$ cat src/rtl/uart_tx_periph.sv
`default_nettype none
// ============================================================================
// Module   : uart_tx_periph
// Summary  : Memory-mapped 8N1 UART transmitter with TX FIFO, baud divider,
//            sticky overflow flag and FIFO-empty level interrupt.
// Revision : 1.0 - initial release
// ============================================================================
module uart_tx_periph #(
    parameter int          FIFO_DEPTH  = 16,
    parameter logic [15:0] DEFAULT_DIV = 16'd434
) (
    input  logic        clk,
    input  logic        resetn,
    input  logic        mem_valid,
    output logic        mem_ready,
    input  logic [31:0] addr,
    input  logic [31:0] data,
    input  logic [3:0]  wstrb,
    output logic [31:0] q,
    output logic        tx,
    output logic        irq
);

    localparam int              c_AW       = $clog2(FIFO_DEPTH);
    localparam logic [c_AW:0]   c_FULL_CNT = (c_AW + 1)'(FIFO_DEPTH);
    localparam logic [c_AW:0]   c_CNT_ONE  = (c_AW + 1)'(1);
    localparam logic [c_AW-1:0] c_PTR_ONE  = c_AW'(1);

    typedef enum logic [1:0] {
        S_IDLE  = 2'd0,
        S_START = 2'd1,
        S_DATA  = 2'd2,
        S_STOP  = 2'd3
    } state_t;

    // ------------------------------------------------------------------
    // Registers and wires
    // ------------------------------------------------------------------
    logic                r_ready;
    logic                r_acked;
    logic [15:0]         r_div;
    logic                r_ctrl_en;
    logic                r_ctrl_irq_en;
    logic                r_ovf;
    logic                r_irq;
    logic                r_tx;

    logic [7:0]          r_mem [FIFO_DEPTH];
    logic [c_AW-1:0]     r_wr_ptr;
    logic [c_AW-1:0]     r_rd_ptr;
    logic [c_AW:0]       r_count;

    state_t              r_state;
    state_t              w_state_next;
    logic [15:0]         r_cnt;
    logic [15:0]         w_cnt_next;
    logic [7:0]          r_shift;
    logic [7:0]          w_shift_next;
    logic [2:0]          r_idx;
    logic [2:0]          w_idx_next;
    logic                w_tx_next;
    logic                w_pop;

    logic                w_wr;
    logic [1:0]          w_sel;
    logic                w_push;
    logic                w_ovf_set;
    logic                w_full;
    logic                w_empty;
    logic                w_busy;
    logic [15:0]         w_period;
    logic                w_bit_end;
    logic [7:0]          w_level;
    logic [31:0]         w_status;
    logic [31:0]         w_rdata;
    logic                w_unused_ok;

    assign w_unused_ok = ^{addr[31:4], addr[1:0], data[31:16]};

    // ------------------------------------------------------------------
    // Bus handshake: one acknowledge per request, even if valid is held
    // ------------------------------------------------------------------
    always_ff @(posedge clk or negedge resetn) begin
        if (!resetn) begin
            r_ready <= 1'b0;
            r_acked <= 1'b0;
        end else begin
            r_ready <= mem_valid & ~r_ready & ~r_acked;
            r_acked <= mem_valid & (r_acked | r_ready);
        end
    end

    assign mem_ready = r_ready;
    assign w_wr      = r_ready & (|wstrb);
    assign w_sel     = addr[3:2];

    assign w_full    = (r_count == c_FULL_CNT);
    assign w_empty   = (r_count == '0);
    assign w_busy    = (r_state != S_IDLE);
    assign w_push    = w_wr & (w_sel == 2'd0) & ~w_full;
    assign w_ovf_set = w_wr & (w_sel == 2'd0) & w_full;

    // ------------------------------------------------------------------
    // Control/status registers
    // ------------------------------------------------------------------
    always_ff @(posedge clk or negedge resetn) begin
        if (!resetn) begin
            r_div         <= DEFAULT_DIV;
            r_ctrl_en     <= 1'b0;
            r_ctrl_irq_en <= 1'b0;
            r_ovf         <= 1'b0;
            r_irq         <= 1'b0;
        end else begin
            if (w_wr && (w_sel == 2'd2)) begin
                r_div <= data[15:0];
            end
            if (w_wr && (w_sel == 2'd3)) begin
                r_ctrl_en     <= data[0];
                r_ctrl_irq_en <= data[1];
            end
            if (w_ovf_set) begin
                r_ovf <= 1'b1;
            end else if (w_wr && (w_sel == 2'd1) && data[3]) begin
                r_ovf <= 1'b0;
            end
            r_irq <= r_ctrl_irq_en & w_empty & ~w_busy;
        end
    end

    assign irq = r_irq;

    // ------------------------------------------------------------------
    // TX FIFO; contents need no reset since pointers define validity
    // ------------------------------------------------------------------
    always_ff @(posedge clk) begin
        if (w_push) begin
            r_mem[r_wr_ptr] <= data[7:0];
        end
    end

    always_ff @(posedge clk or negedge resetn) begin
        if (!resetn) begin
            r_wr_ptr <= '0;
            r_rd_ptr <= '0;
            r_count  <= '0;
        end else begin
            if (w_push) begin
                r_wr_ptr <= r_wr_ptr + c_PTR_ONE;
            end
            if (w_pop) begin
                r_rd_ptr <= r_rd_ptr + c_PTR_ONE;
            end
            case ({w_push, w_pop})
                2'b10:   r_count <= r_count + c_CNT_ONE;
                2'b01:   r_count <= r_count - c_CNT_ONE;
                default: r_count <= r_count;
            endcase
        end
    end

    // ------------------------------------------------------------------
    // Bit-timing FSM
    // ------------------------------------------------------------------
    // A divider of 0 behaves like 1 clock per bit.
    assign w_period  = (r_div == 16'd0) ? 16'd0 : (r_div - 16'd1);
    assign w_bit_end = (r_cnt == 16'd0);

    always_ff @(posedge clk or negedge resetn) begin
        if (!resetn) begin
            r_state <= S_IDLE;
        end else begin
            r_state <= w_state_next;
        end
    end

    always_comb begin
        w_state_next = r_state;
        w_cnt_next   = r_cnt;
        w_shift_next = r_shift;
        w_idx_next   = r_idx;
        w_pop        = 1'b0;
        case (r_state)
            S_IDLE: begin
                if (r_ctrl_en && !w_empty) begin
                    w_pop        = 1'b1;
                    w_shift_next = r_mem[r_rd_ptr];
                    w_cnt_next   = w_period;
                    w_state_next = S_START;
                end
            end
            S_START: begin
                if (w_bit_end) begin
                    w_cnt_next   = w_period;
                    w_idx_next   = 3'd0;
                    w_state_next = S_DATA;
                end else begin
                    w_cnt_next = r_cnt - 16'd1;
                end
            end
            S_DATA: begin
                if (w_bit_end) begin
                    w_cnt_next   = w_period;
                    w_shift_next = {1'b0, r_shift[7:1]};
                    w_idx_next   = r_idx + 3'd1;
                    if (r_idx == 3'd7) begin
                        w_state_next = S_STOP;
                    end
                end else begin
                    w_cnt_next = r_cnt - 16'd1;
                end
            end
            S_STOP: begin
                if (w_bit_end) begin
                    w_state_next = S_IDLE;
                end else begin
                    w_cnt_next = r_cnt - 16'd1;
                end
            end
            default: begin
                w_state_next = S_IDLE;
            end
        endcase

        // tx is registered from next-state so the pin never glitches
        case (w_state_next)
            S_START: w_tx_next = 1'b0;
            S_DATA:  w_tx_next = w_shift_next[0];
            default: w_tx_next = 1'b1;
        endcase
    end

    always_ff @(posedge clk or negedge resetn) begin
        if (!resetn) begin
            r_cnt   <= '0;
            r_shift <= '0;
            r_idx   <= '0;
            r_tx    <= 1'b1;
        end else begin
            r_cnt   <= w_cnt_next;
            r_shift <= w_shift_next;
            r_idx   <= w_idx_next;
            r_tx    <= w_tx_next;
        end
    end

    assign tx = r_tx;

    // ------------------------------------------------------------------
    // Read mux; q is zero outside the acknowledge cycle for bus OR-ing
    // ------------------------------------------------------------------
    assign w_level  = 8'(r_count);
    assign w_status = {16'h0000, w_level, 4'h0, r_ovf, w_empty, w_full, w_busy};

    always_comb begin
        w_rdata = 32'h0000_0000;
        case (w_sel)
            2'd1:    w_rdata = w_status;
            2'd2:    w_rdata = {16'h0000, r_div};
            2'd3:    w_rdata = {30'h0, r_ctrl_irq_en, r_ctrl_en};
            default: w_rdata = 32'h0000_0000;
        endcase
    end

    assign q = r_ready ? w_rdata : 32'h0000_0000;

endmodule
`default_nettype wire

$ cat config.mk
export PLATFORM = sky130hd
export DESIGN_NAME = uart_tx_periph
export DESIGN_NICKNAME = d
export VERILOG_FILES = /design/src/rtl/uart_tx_periph.sv
export SDC_FILE = /design/constraint.sdc
export NUM_CORES = 1
export LEC_CHECK = 0
export ABC_AREA = 1
export BUFFER_PORTS_ARGS = -buffer_cell sky130_fd_sc_hd__buf_2
export CAP_MARGIN = 20
export CORE_MARGIN = 1
export CORE_UTILIZATION = 50
export CTS_CLUSTER_DIAMETER = 120
export DETAILED_ROUTE_END_ITERATION = 16
export PLACE_DENSITY = 0.7
export SYNTH_ARGS = -nofsm -noshare
export SYNTH_HDL_FRONTEND = slang
export SYNTH_SLANG_ARGS = --single-unit
export TNS_END_PERCENT = 10
$ cat constraint.sdc
create_clock -name clk -period 4.73 [get_ports clk]
set_clock_uncertainty 0.15 [all_clocks]
set_input_delay 0.2365 -clock clk [delete_from_list [all_inputs] [get_ports clk]]
set_output_delay 0.2365 -clock clk [all_outputs]
set_load 0.05 [all_outputs]
Yosys cells after proc, flatten, opt, wreduce, memory -nomap -nowiden. Memory sizes are Yosys's and may differ from the RTL's. Cells that the tools add are included.

Register bits: 65. Bits in writable memories: 128. Input port bits: 71. Output and inout bits: 35. Logic and storage cells: 102. Memories: 1.

Add/sub/neg operators: 7. Eq/ne operators: 16. Multiplexer cells: 27. Bitwise gates (word level): 14. Reduce and logical (&&, ||, !) cells: 21.

Memory list: r_mem (depth 16, width 8, read ports 1, clocked after memory_dff 0, write ports 1, RTL line 48) `logic [7:0] r_mem [FIFO_DEPTH];`.

Operators with widths (number): 16-bit one-hot mux with 3 select lines (2); 16-bit 2-to-1 mux (4); 16-bit logical NOT (2); 32-bit 2-to-1 mux (1); 16-bit by 1-bit subtractor with 16-bit output, second input constant (2); 8-bit 2-to-1 mux (2); 8-bit one-hot mux with 2 select lines (1); 2-bit == test, second input constant (6); 2-bit 2-to-1 mux (5); 5-bit one-hot mux with 2 select lines (1); 2-bit nonzero test (5); 1-bit bitwise AND (9); 4-bit by 1-bit adder with 4-bit output, second input constant (2); 2-bit by 1-bit == test with 1-bit output, second input constant (4); 2-bit != test, second input constant (4); 2-bit one-hot mux with 4 select lines (1); 1-bit 2-to-1 mux (6); 3-bit 2-to-1 mux (2); 3-bit one-hot mux with 2 select lines (1); 3-bit AND reduction (2); 5-bit by 1-bit adder with 5-bit output, second input constant (1); 5-bit == test, second input constant (1); 1-bit logical AND (5); 5-bit logical NOT (1); other kinds (11) (15).

Depth between registers and ports, before layout.
Depth after elaboration: 7. Mapped depth: 16. Mapped depth without buffers: 16.

Least setup slack after synthesis. OpenSTA, ideal clock, no wires.

Path kind: reg-to-reg. From: register r_ready, in the netlist mem_ready. To: register r_count[4]. Setup time: 125 ps. Arrival time: 2549 ps. Data required time: 4455 ps. Slack: 1906 ps. Stages on the path, launching flop included: 15. Buffers on the path: 0. Clock period less this slack: 2824 ps. Path through: dfrtp_1 -> inv_1 -> a21oi_1 -> nand3_1 -> nor2_2 -> inv_1 -> ha_1 -> ha_1 -> a21oi_1 -> nor2_1 -> nor2_1 -> nand2_1 -> nand2_1 -> nor2_1 -> xor2_1.

Cells in the longest elaborated chain, start to end: 5. Elaborated cells on any way between the ends: 7. Classes of those cells: eq/ne: 2; mux: 1; bitwise: 3; reduce/logical: 1.

RTL lines: from (decl) (RTL line 39) `logic r_ready;`; from (signal assigned) (RTL line 88) `r_ready <= mem_valid & ~r_ready & ~r_acked;`; 1-bit bitwise AND * (RTL line 94) `assign w_wr = r_ready & (|wstrb);`; 1-bit bitwise AND * (2 in series) (RTL line 100) `assign w_push = w_wr & (w_sel == 2'd0) & ~w_full;`; 2-bit by 1-bit == test with 1-bit output / 2-bit == test (equally long branches) (RTL line 153) `case ({w_push, w_pop})`; 5-bit one-hot mux with 2 select lines / 2-bit nonzero test (equally long branches); to (signal assigned) (RTL line 154) `2'b10: r_count <= r_count + c_CNT_ONE;`; to (signal assigned) (RTL line 155) `2'b01: r_count <= r_count - c_CNT_ONE;`; to (signal assigned) (RTL line 156) `default: r_count <= r_count;`; to (decl) (RTL line 51) `logic [c_AW:0] r_count;`.

Mark *: on every way between the ends. The rest lies on a longest branch, timed or not. A chain may end at the register's enable or synchronous reset.

Final worst setup path.
From: register r_state[0]. To: register r_count[4].

Cells in the longest elaborated chain, start to end: 4. Elaborated cells on any way between the ends: 6. Classes of those cells: eq/ne: 2; mux: 2; reduce/logical: 2.

RTL lines: from (decl) (RTL line 53) `state_t r_state;`; from (signal assigned) (RTL line 172) `r_state <= w_state_next;`; 2-bit logical NOT * (RTL line 182) `case (r_state)`; 1-bit 2-to-1 mux * (RTL line 182); net w_pop (RTL line 62) `logic w_pop;`; 2-bit by 1-bit == test with 1-bit output / 2-bit == test (equally long branches) (RTL line 153); 5-bit one-hot mux with 2 select lines / 2-bit nonzero test (equally long branches).

Mark *: on every way through the listed nets, which the timed path passes. The rest lies on a longest branch.

==> results.py <==
metrics = {
    "critical_path": {
        "critical_path_launch_point": "r_state[0]",
        "ws_path_type": "reg -> reg",
        "path_max_fanout": 7,
        "timing.critical_path.arrival_ns": 3.31,
        "critical_path.endpoint": "r_count[4]",
        "crit_chain": "inv_1 -> ha_1 -> inv_1 -> nor2_2 -> ha_1 -> inv_1 -> fa_1 -> inv_1 -> a21oi_1 -> nor2_1 -> nor2_1 -> nand2_1 -> nand2_1 -> nor2_1 -> xor2_1",
        "timing.critical_path.mode_cell": "inv_1",
        "slowest_delay_ns": 0.43,
        "rrSetupSlack_ns": 1.63,
        "reg2reg_depth": 15,
        "worstReg2RegStart": "r_state[0]",
        "worstReg2RegEnd": "r_count[4]",
        "crit_path_capture_type": "flip-flop",
        "cp.required_ns": 4.94,
        "critical_path.slowest_cell": "dfrtp_1",
        "crit_path_start_kind": "flip-flop",
    },
    "yosys": {
        "synth_seq_area_share_pct": 58.01,
        "synthDominantCellAreaShare_pct": 40.70,
        "syn_area_sq_mm": 0.009443,
        "synthDominantAreaCellType": "edfxtp_1",
        "synth-seq-cells": 193,
        "synth-async-reset-ratio_pct": 33.68,
        "yosysUniqueCellTypes": 49,
        "ys.warnings.count": 0,
        "synthTopCellsByArea": "edfxtp_1 41%, dfrtp_1 16%, nand2_1 7.2%, nor2_1 5.8%, o21ai_0 4.8%",
        "postSynth.topFlopCell": "edfxtp_1",
        "syn-instance-count": 974,
        "syn-mean-instance-area_sq_um": 9.695,
        "synth-edff-count": 128,
    },
    "final_layout": {
        "nNetsFinal": 1107,
        "insertedDiodeCount": 0,
        "final_layout_size_suffix_gt1_share_pct": 12.04,
        "syn2layout_area_growth_pct": 10.89,
    },
    "floorplan": {
        "floorplan.io_pins": 106,
        "placementRows": 49,
        "core_sq_mm": 0.01821,
        "die-height_microns": 139.4,
        "initial_utilization_pct": 51.86,
        "design.die.area_sq_mm": 0.01944,
        "die_width_microns": 139.4,
    },
    "sta": {
        "finalMaxSlewViolations": 0,
        "timing.final.ws_setup_ns": 1.628,
        "timing.final.crit_share_pct": 65.58,
        "hold-worst-slack_ns": 0.001212,
        "tightestPinTransition_ns": 1.065,
        "achievable-frequency_mhz": 322.4,
        "setup_viol_count_final": 0,
        "final_period_minus_worst_setup_slack_ns": 3.102,
        "hold_viol": 0,
        "final.setup.tns_ns": 0,
        "slew_headroom_pct": 28.91,
        "grt_setup_unrepaired": "no",
    },
    "drt": {
        "wirelength_microns": 20880,
        "routed-via-count": 6904,
        "viasPerCell": 5.484,
        "ant_nets": 0,
        "dr.first_iter.drc_count": 670,
        "drt_pre_antenna_iters": 5,
        "post_route_drc_violation_count": 0,
        "detail_route.wl_per_cell_microns": 16.58,
    },
    "cts": {
        "tritoncts": "done",
        "cts_h_tree_depth": 4,
        "numCtsBuffers": 17,
        "cts_num_sinks": 193,
        "max-clock-path-buffers": 2,
        "cts_root_buffer": "clkbuf_16",
        "clkLatencyLatePin_ns": 0.44,
        "clk_pin_slew_ns": 0.07,
    },
    "placed_design": {
        "io_buffers": 43,
        "post-dp-hpwl_microns": 13300,
        "gp_routability_congestion": 0.9029,
        "pre_cts_slack_ns": 1.657,
    },
    "status": {
        "run_status": "complete, no violations",
    },
    "power_and_ir_drop": {
        "pwr-share-clk_pct": 24.8,
        "p_sw_mw": 2.402,
        "power_report.internal_total_mw": 3.535,
        "vdd_drop_max_mv": 0.3635,
        "switching_share_pct": 40.46,
        "pwr-share-comb_pct": 37.1,
        "power-per-cell-area_mw_per_mm2": 567.0,
        "p_leak_nw": 4.318,
        "power.sequential.fraction_pct": 38.2,
    },
    "global_route": {
        "grt_start_max_net_pins": 70,
        "antenna_found_initial": 0,
        "first_global_vias": 6548,
        "gr-usage-all-layers_pct": 22.22,
        "grt_first_pass_wirelength_microns": 33300,
        "grt_overflow": 0,
    },
    "run": {
        "cap_violations": 0,
    },
    "hold_path": {
        "hold_path.class": "in -> async",
    },
}
cells in the mapped netlist, types with 6 or more instances:
library cell	instances
buf_2	8
nand2_1	180
xor2_1	25
a21oi_1	14
edfxtp_1	128
o211ai_1	9
nor3_1	13
nand4_1	7
o22ai_1	9
clkbuf_1	20
nor2_1	146
o21ai_0	91
nand3_1	75
dfrtp_1	59
buf_4	19
ha_1	18
inv_1	77
o221ai_1	10
o21ai_2	6
dfstp_2	6
state kept, by name, indices dropped and copies added, names as in the netlist:
name	count
r_mem	128
r_state	2
tx	1
mem_ready	1
r_wr_ptr	4
irq	1
r_ctrl_irq_en	1
r_ovf	1
r_rd_ptr	4
r_cnt	16
r_count	5
r_div	16
r_shift	8
r_acked	1
r_idx	3
r_ctrl_en	1
what timing repair did:
action,CTS,global route
buffers inserted,0,0
gates resized for setup,0,0
hold endpoints to repair,47,0
hold buffers,10,0
cells by family (layout without fill, tap and decap cells):
| logic type | count (synthesis) | in the layout | share of synthesized area [%] |
|---|---|---|---|
| simple gates | 445 | 445 | 20.54 |
| buf+inv | 133 | 174 | 6.347 |
| compound gates | 151 | 151 | 9.408 |
| xor+xnor | 28 | 28 | 2.597 |
| mux | 4 | 4 | 0.4637 |
| fa+ha+maj | 19 | 19 | 2.597 |
| other cells | 1 | 16 | 0.03971 |
| flops | 193 | 193 | 58.01 |
routing by layer:
layer / global-route usage [%] / wire [microns]
met2: 34.70 / 9745
met1: 31.55 / 9810
met3: 2.994 / 1017
met5: 0 / 0
met4: 8.772 / 307
placed cells by master, fill, tap and decap left out, types with 6 or more instances in the layout:
cell type	synthesis	layout
dfstp_2	6	6
nand3_1	75	75
xor2_1	25	25
ha_1	18	18
clkbuf_16	0	17
nand4_1	7	7
o21ai_0	91	91
o211ai_1	9	9
a21oi_1	14	14
nor2_1	146	146
nand2_1	180	180
o22ai_1	9	9
conb_1	1	16
dlygate4sd3_1	0	10
nor3_1	13	13
dfrtp_1	59	58
inv_1	77	77
buf_2	8	43
o21ai_2	6	6
edfxtp_1	128	128
o221ai_1	10	10
critical path, delay by kind of cell (launching register included):
family / cells / cell delay, ns
DFF: 1 / 0.43
adders and majority gates: 3 / 0.99
xor gates and xnor gates: 1 / 0.15
and+or+nand+nor: 6 / 0.67
AOI/OAI and AO/OA: 1 / 0.07
buffers and inverters: 4 / 0.58
how the worst min path moves through the flow:
stage,from,to,slack [ns],cells past startpoint
global route,resetn,r_cnt[14],0.004,2
floorplan,resetn,irq,-0.21,0
CTS,addr[3],r_ovf,0.02,4
finish,resetn,r_cnt[14],0.001,2
global placement,r_acked,mem_ready,0.27,1
detailed placement,r_acked,mem_ready,0.27,1
per-stage QoR:
step	area, sq um	total power [mW]	utilization, %	cells
2_1_floorplan	9499	3.954	-	989
3_3_place_gp	9752	4.410	53.56	1216
3_5_place_dp	9752	4.457	53.56	1216
4_1_cts	10450	5.935	57.40	1258
5_1_grt	10470	6.303	57.51	1259
6_report	10470	5.937	57.51	1259
area by class of cell:
| cell class | instances | area [sq um] |
|---|---|---|
| Clock buffer | 19 | 452.9 |
| Clock inverter | 13 | 146.4 |
| Fill cell | 1504 | 7737 |
| Inverter | 83 | 311.5 |
| Multi-Input combinational cell | 663 | 3422 |
| Sequential cell | 193 | 5479 |
| Tap cell | 229 | 286.5 |
| Timing Repair Buffer | 59 | 372.9 |
power groups by stage:
stage | clock network (mW) | logic (mW) | registers (mW)
after detailed placement | 0 | 2.16 | 2.30
after global routing | 1.54 | 2.47 | 2.30
after CTS | 1.48 | 2.19 | 2.26
after global placement | 0 | 2.12 | 2.29
final | 1.47 | 2.20 | 2.27
after floorplan | 0 | 1.70 | 2.25
Note: power is estimated with default switching activity, not from simulation.
